==> config.mk <==
export PLATFORM = sky130hd
export DESIGN_NAME = alu_multicycle
export DESIGN_NICKNAME = d
export VERILOG_FILES = /design/src/rtl/alu_multicycle.sv
export SDC_FILE = /design/constraint.sdc
export NUM_CORES = 2
export LEC_CHECK = 0
export CAP_MARGIN = 30
export CORE_MARGIN = 2
export CORE_UTILIZATION = 30
export DETAILED_ROUTE_END_ITERATION = 8
export PLACE_DENSITY = 0.54
export SYNTH_ARGS = -nofsm -noshare
export SYNTH_HDL_FRONTEND = slang
export SYNTH_SLANG_ARGS = --single-unit
==> constraint.sdc <==
create_clock -name clk -period 8.75 [get_ports clk]
set_clock_uncertainty 0.2 [all_clocks]
set_input_delay 1.75 -clock clk [delete_from_list [all_inputs] [get_ports clk]]
set_output_delay 1.75 -clock clk [all_outputs]
set_load 0.01 [all_outputs]
==> src/rtl/alu_multicycle.sv <==
// Execute-stage ALU with a valid/ready handshake. MUL, DIV and MOD share one
// iterative datapath; every other opcode completes in a single cycle.
module alu_multicycle #(
    parameter int unsigned WIDTH = 32,
    parameter int unsigned SHW   = $clog2(WIDTH)
) (
    input  logic             clk,
    input  logic             rst,
    input  logic             flush,
    input  logic             in_valid,
    output logic             in_ready,
    input  logic [WIDTH-1:0] operand1,
    input  logic [WIDTH-1:0] operand2,
    input  logic [3:0]       alu_op,
    input  logic [1:0]       shift_type,
    input  logic [SHW-1:0]   shift_amt,
    input  logic             alu_invert_operand2,
    output logic             out_valid,
    input  logic             out_ready,
    output logic [WIDTH-1:0] alu_result,
    output logic             zero_flag,
    output logic             negative_flag,
    output logic             carry_flag,
    output logic             overflow_flag,
    output logic             busy
);
    localparam int unsigned CW = $clog2(WIDTH);

    typedef enum logic [3:0] {
        OP_ADD = 4'h0, OP_SUB = 4'h1, OP_MUL = 4'h2, OP_DIV = 4'h3,
        OP_MOD = 4'h4, OP_AND = 4'h5, OP_ORR = 4'h6, OP_XOR = 4'h7,
        OP_BIC = 4'h8, OP_MVN = 4'h9, OP_CMP = 4'hA, OP_TST = 4'hB,
        OP_MVI = 4'hC
    } alu_op_e;

    typedef enum logic [1:0] {SH_LSL, SH_LSR, SH_ASR, SH_ROR} shift_e;

    // The "result held" condition is IDLE with out_valid high.
    typedef enum logic [1:0] {IDLE, MUL_IT, DIV_IT, DIV_FIX} state_e;

    state_e           state, state_next;
    alu_op_e          op;
    logic [CW-1:0]    cnt;
    logic             cnt_last;
    logic [WIDTH-1:0] op_a, op_b, acc;
    logic             is_mod, neg_q, neg_r, div_ovf;
    logic             accept, start_mul, start_div;
    logic [WIDTH-1:0] b_inv, b_sh;
    int unsigned      rot_amt;
    logic [WIDTH:0]   sum_add, sum_sub;
    logic [WIDTH-1:0] res_int, res_out;
    logic             n_c, z_c, c_c, v_c, no_flags;
    logic [WIDTH-1:0] a_mag, b_mag;
    logic [WIDTH-1:0] mul_acc_next;
    logic [WIDTH:0]   div_shifted, div_diff;
    logic [WIDTH-1:0] q_signed, r_signed, fix_result;

    assign op        = alu_op_e'(alu_op);
    assign in_ready  = (state == IDLE) && (!out_valid || out_ready) && !flush && !rst;
    assign accept    = in_valid && in_ready;
    assign busy      = (state != IDLE);
    assign start_mul = accept && (op == OP_MUL);
    assign start_div = accept && (op == OP_DIV || op == OP_MOD) && (b_sh != '0);
    assign cnt_last  = (cnt == CW'(WIDTH - 1));

    // Operand 2 path: optional inversion, then the barrel shifter.
    always_comb begin
        // NOTE: every always_comb output gets a default first so no path can infer a latch.
        b_sh    = '0;
        b_inv   = alu_invert_operand2 ? ~operand2 : operand2;
        rot_amt = 32'(shift_amt) % WIDTH;
        case (shift_e'(shift_type))
            SH_LSL:  b_sh = b_inv << shift_amt;
            SH_LSR:  b_sh = b_inv >> shift_amt;
            SH_ASR:  b_sh = $signed(b_inv) >>> shift_amt;
            default: b_sh = (b_inv >> rot_amt) | (b_inv << ((WIDTH - rot_amt) % WIDTH));
        endcase
    end

    always_comb begin
        sum_add  = {1'b0, operand1} + {1'b0, b_sh};
        sum_sub  = {1'b0, operand1} + {1'b0, ~b_sh} + {{WIDTH{1'b0}}, 1'b1};
        res_int  = '0;
        c_c      = 1'b0;
        v_c      = 1'b0;
        no_flags = 1'b0;
        case (op)
            OP_ADD: begin
                res_int = sum_add[WIDTH-1:0];
                c_c     = sum_add[WIDTH];
                v_c     = (operand1[WIDTH-1] == b_sh[WIDTH-1]) && (res_int[WIDTH-1] != operand1[WIDTH-1]);
            end
            OP_SUB, OP_CMP: begin
                res_int = sum_sub[WIDTH-1:0];
                c_c     = sum_sub[WIDTH];
                v_c     = (operand1[WIDTH-1] != b_sh[WIDTH-1]) && (res_int[WIDTH-1] != operand1[WIDTH-1]);
            end
            OP_AND, OP_TST: res_int = operand1 & b_sh;
            OP_ORR:         res_int = operand1 | b_sh;
            OP_XOR:         res_int = operand1 ^ b_sh;
            OP_BIC:         res_int = operand1 & ~b_sh;
            OP_MVN:         res_int = ~b_sh;
            OP_MVI:         res_int = b_sh;
            // DIV/MOD only finish here when the divisor is zero.
            OP_DIV, OP_MOD: begin
                res_int  = '1;
                no_flags = 1'b1;
            end
            default:        no_flags = 1'b1;
        endcase
        n_c     = no_flags ? 1'b0 : res_int[WIDTH-1];
        z_c     = no_flags ? 1'b0 : (res_int == '0);
        res_out = (op == OP_CMP || op == OP_TST) ? '0 : res_int;
    end

    assign a_mag        = operand1[WIDTH-1] ? -operand1 : operand1;
    assign b_mag        = b_sh[WIDTH-1] ? -b_sh : b_sh;
    assign mul_acc_next = op_b[0] ? acc + op_a : acc;
    assign div_shifted  = {acc, op_a[WIDTH-1]};
    assign div_diff     = div_shifted - {1'b0, op_b};
    assign q_signed     = neg_q ? -op_a : op_a;
    assign r_signed     = neg_r ? -acc : acc;
    assign fix_result   = is_mod ? r_signed : q_signed;

    always_comb begin
        state_next = state;
        case (state)
            IDLE: begin
                if (start_mul)      state_next = MUL_IT;
                else if (start_div) state_next = DIV_IT;
            end
            MUL_IT:  if (cnt_last) state_next = IDLE;
            DIV_IT:  if (cnt_last) state_next = DIV_FIX;
            DIV_FIX: state_next = IDLE;
            default: state_next = IDLE;
        endcase
        if (flush) state_next = IDLE;
    end

    always_ff @(posedge clk) begin
        // NOTE: sequential state uses non-blocking assignments so all registers update together.
        if (rst) state <= IDLE;
        else     state <= state_next;
    end

    always_ff @(posedge clk) begin
        if (rst) begin
            out_valid     <= 1'b0;
            alu_result    <= '0;
            negative_flag <= 1'b0;
            zero_flag     <= 1'b0;
            carry_flag    <= 1'b0;
            overflow_flag <= 1'b0;
            cnt           <= '0;
            op_a          <= '0;
            op_b          <= '0;
            acc           <= '0;
            is_mod        <= 1'b0;
            neg_q         <= 1'b0;
            neg_r         <= 1'b0;
            div_ovf       <= 1'b0;
        end else if (flush) begin
            out_valid <= 1'b0;
            cnt       <= '0;
        end else begin
            case (state)
                IDLE: begin
                    if (out_ready) out_valid <= 1'b0;
                    if (start_mul) begin
                        op_a <= operand1;
                        op_b <= b_sh;
                        acc  <= '0;
                        cnt  <= '0;
                    end else if (start_div) begin
                        op_a    <= a_mag;
                        op_b    <= b_mag;
                        acc     <= '0;
                        cnt     <= '0;
                        is_mod  <= (op == OP_MOD);
                        neg_q   <= operand1[WIDTH-1] ^ b_sh[WIDTH-1];
                        neg_r   <= operand1[WIDTH-1];
                        div_ovf <= (operand1 == {1'b1, {(WIDTH-1){1'b0}}}) && (b_sh == '1);
                    end else if (accept) begin
                        out_valid     <= 1'b1;
                        alu_result    <= res_out;
                        negative_flag <= n_c;
                        zero_flag     <= z_c;
                        carry_flag    <= c_c;
                        overflow_flag <= v_c;
                    end
                end
                MUL_IT: begin
                    acc  <= mul_acc_next;
                    op_a <= op_a << 1;
                    op_b <= op_b >> 1;
                    cnt  <= cnt + CW'(1);
                    if (cnt_last) begin
                        out_valid     <= 1'b1;
                        alu_result    <= mul_acc_next;
                        negative_flag <= mul_acc_next[WIDTH-1];
                        zero_flag     <= (mul_acc_next == '0);
                        carry_flag    <= 1'b0;
                        overflow_flag <= 1'b0;
                    end
                end
                DIV_IT: begin
                    // Restoring step: quotient bits shift into op_a, remainder lives in acc.
                    op_a <= {op_a[WIDTH-2:0], ~div_diff[WIDTH]};
                    acc  <= div_diff[WIDTH] ? div_shifted[WIDTH-1:0] : div_diff[WIDTH-1:0];
                    cnt  <= cnt + CW'(1);
                end
                DIV_FIX: begin
                    out_valid     <= 1'b1;
                    alu_result    <= fix_result;
                    negative_flag <= fix_result[WIDTH-1];
                    zero_flag     <= (fix_result == '0);
                    carry_flag    <= 1'b0;
                    overflow_flag <= div_ovf;
                end
                default: ;
            endcase
        end
    end

endmodule
==> results_dict.tcl <==
set metrics [dict create \
    core_area_um2 91400 \
    ant_nets 0 \
    cp.depth 27 \
    slowest_stage "clkdlybuf4s50_1" \
    synth_ff_type "dfxtp_1" \
    crit_fanout 6 \
    rows 111 \
    fin_crit_ns 8.47 \
    synth-warning-count 0 \
    synth_seq_area_share 0.105 \
    root_buffer "clkbuf_16" \
    grt_usage 0.293 \
    fin_crit_sh 0.969 \
    antenna_found_initial 3 \
    vias 33030 \
    synth-compound-area-share 0.319 \
    leakage_nw 12.7 \
    final-hold-violation-count 0 \
    r2r_slack_ns 3.04 \
    ir_drop_v 0.000143 \
    synth_top_family_by_area "compound AO/OA/AOI/OAI gates" \
    wl_um 144000 \
    die_h_um 307 \
    max_freq_mhz 118 \
    final_nets 4288 \
    mostFrequentLayoutCell "nor2_1" \
    synth_cells 3855 \
    status "completed" \
    port_buffers 119 \
    start_util 0.302 \
    cts_buffers 17 \
    hold_class "flop to flop" \
    synth_edf_count 0 \
    powerDensity_nw_per_um2 122 \
    drtIter0Drc 3983 \
    dp_hpwl_um 114000 \
    clkTransAtPathRegs_ns 0.07 \
    clockBufferDepth 2 \
    worstPathRequired_ns 8.92 \
    grt_max_degree 79 \
    setup_viol 0 \
    die_x_um 307 \
    final_util 0.353 \
    synthSimpleGateAreaFrac 0.216 \
    ys_ff_latch 144 \
    synth-adder-area-share 0.0810 \
    drc 0 \
    dp.cells 5198 \
    path_buf_inv 7 \
    fin_cells 5233 \
    start_kind "input port" \
    dieArea_um2 94300 \
    post_drt_wl_per_cell_um 27.5 \
    clock_latency_ns 0.46 \
    cts_tree "built" \
    num_io_pins 120 \
    grt_pass1_wl_um 209000 \
    first_pass_iters 7 \
    synth_cell_types 98 \
    crit_type "input port to flop" \
    cp-endpoint "zero_flag$_SDFFE_PP0P_" \
    htree_levels 4 \
    r2r-start "acc[0]$_SDFFE_PP0P_" \
    area_delta_synth_final_pct 17.0 \
    maxCapViolations 0 \
    synth_nets 4112 \
    cp-startpoint "operand2[31]" \
    clock_sinks 144 \
    netlist_area_um2 27600 \
    place.gp.congestion 1.04 \
    avgSynthCellArea_um2 7.15 \
    layout-drive-gt1-share 0.123 \
    synthArstFlopShare 0 \
    synthXorXnorAreaFrac 0.0829 \
    viasPerCell 6.31 \
    grt_pass1_vias 30507 \
    slew_viol_final 0 \
    cpLargestDelayFamily "compound AO/OA/AOI/OAI gates" \
    synthMuxAreaShare 0.125 \
    cp_slowest_stage_delay_ns 0.67 \
    relSlewSlack 0.262 \
    cpMostUsedCell "buf_4" \
    worstMarginPinSlew_ns 1.10 \
    hold_buffers 0 \
    r2r_end "zero_flag$_SDFFE_PP0P_" \
    cp.arrival_ns 8.64 \
    cp-end-kind "flop" \
    overflow 0 \
    final_cell_mix "394 x nor2_1, 329 x buf_4, 292 x nand2_1" \
    rsz0062_at_grt "false" \
    r2r_cells 14 \
    postCtsSetupBuffers 0 \
]
==> tightest hold or removal path, stage by stage (launching register included) <==
cell	delay, ns
dfxtp_1	0.31
nand2_1	0.05
a21oi_1	0.05
==> synth_stat cells, drive strengths merged (36+ instances only) <==
cell type  number  area share
o211ai         50       0.014
nand2         292       0.040
a22oi          59       0.016
o21ai         204       0.037
a211oi        129       0.035
a31oi          47       0.011
inv           170       0.023
o22ai          70       0.016
or3            36      0.0082
nand3          65       0.012
nor4           54       0.013
ha            172       0.078
a21oi         276       0.050
xor2           86       0.028
xnor2         174       0.055
and3           37      0.0084
nand4          51       0.012
nand2b         43      0.0098
mux2i         250       0.091
dfxtp         144        0.10
a21o           37       0.010
clkbuf        207       0.028
nor3           88       0.017
buf            90       0.019
o31ai          39       0.011
nor2          398       0.054
==> per-stage QoR <==
stage          power, W  TNS (ns)  hold WS [ns]  cell area [um2]  setup WS (ns)
4_1_cts         0.00385         0         0.261            32200         0.0404
6_report        0.00393         0         0.257            32300          0.275
3_3_place_gp    0.00307     -1.09         0.248            31500         -0.672
2_1_floorplan   0.00206         0         0.233            27600          0.147
3_5_place_dp    0.00306    -0.601         0.250            31600         -0.569
5_1_grt         0.00409         0         0.286            32200         0.0552
==> logic make-up after synthesis <==
family	after synthesis
compound gates	1281
simple gates	1224
buf+inv	472
mux	298
xor+xnor	260
fa+ha+maj	176
flops	144
==> repair_timing <==
| action | in CTS | in global routing |
|---|---|---|
| resized for setup | 1 | 5 |
| cloned | 0 | 0 |
| pin swaps | 0 | 0 |
| endpoints found under the setup margin | 1 | 2 |
==> where the power goes <==
part	switching, W	leakage, nW	internal (W)
clock	0.000357	0.304	0.000435
sequential	0.0000161	1.16	0.000669
combinational	0.00154	11.2	0.000921
total	0.00191	12.7	0.00202
==> flip-flops by register name, summed over array words and instances, names as in the netlist <==
signal	flops
cnt	5
neg_q	1
op_a	32
out_valid	1
alu_result	32
state	2
acc	32
neg_r	1
zero_flag	1
div_ovf	1
overflow_flag	1
negative_flag	1
is_mod	1
carry_flag	1
op_b	32
==> routing by layer <==
metal	vias to the layer above	track usage	part of all wire
li1	14913	-	-
met1	15862	0.401	0.43
met2	1888	0.450	0.43
met3	367	0.0487	0.087
met4	0	0.133	0.054
met5	-	0	0
==> area by class of cell <==
type | count | area, um2
sequential | 144 | 2890
antenna | 3 | 7.51
clock inverter | 15 | 188
inverter | 175 | 657
multi-input combinational | 3239 | 22800
clock buffer | 17 | 425
fill | 9848 | 59100
timing repair buffer | 454 | 3810
tap | 1186 | 1480
==> worst min path at each step <==
stage,slack (ns),start,end,cells past startpoint
final,0.26,div_ovf$_SDFFE_PP0P_,div_ovf$_SDFFE_PP0P_,2
after CTS,0.26,div_ovf$_SDFFE_PP0P_,div_ovf$_SDFFE_PP0P_,2
after detailed placement,0.25,div_ovf$_SDFFE_PP0P_,div_ovf$_SDFFE_PP0P_,2
after floorplan,0.23,div_ovf$_SDFFE_PP0P_,div_ovf$_SDFFE_PP0P_,2
after global placement,0.25,div_ovf$_SDFFE_PP0P_,div_ovf$_SDFFE_PP0P_,2
after global routing,0.29,div_ovf$_SDFFE_PP0P_,div_ovf$_SDFFE_PP0P_,2
No activity file was read; power rests on OpenSTA's default activity.
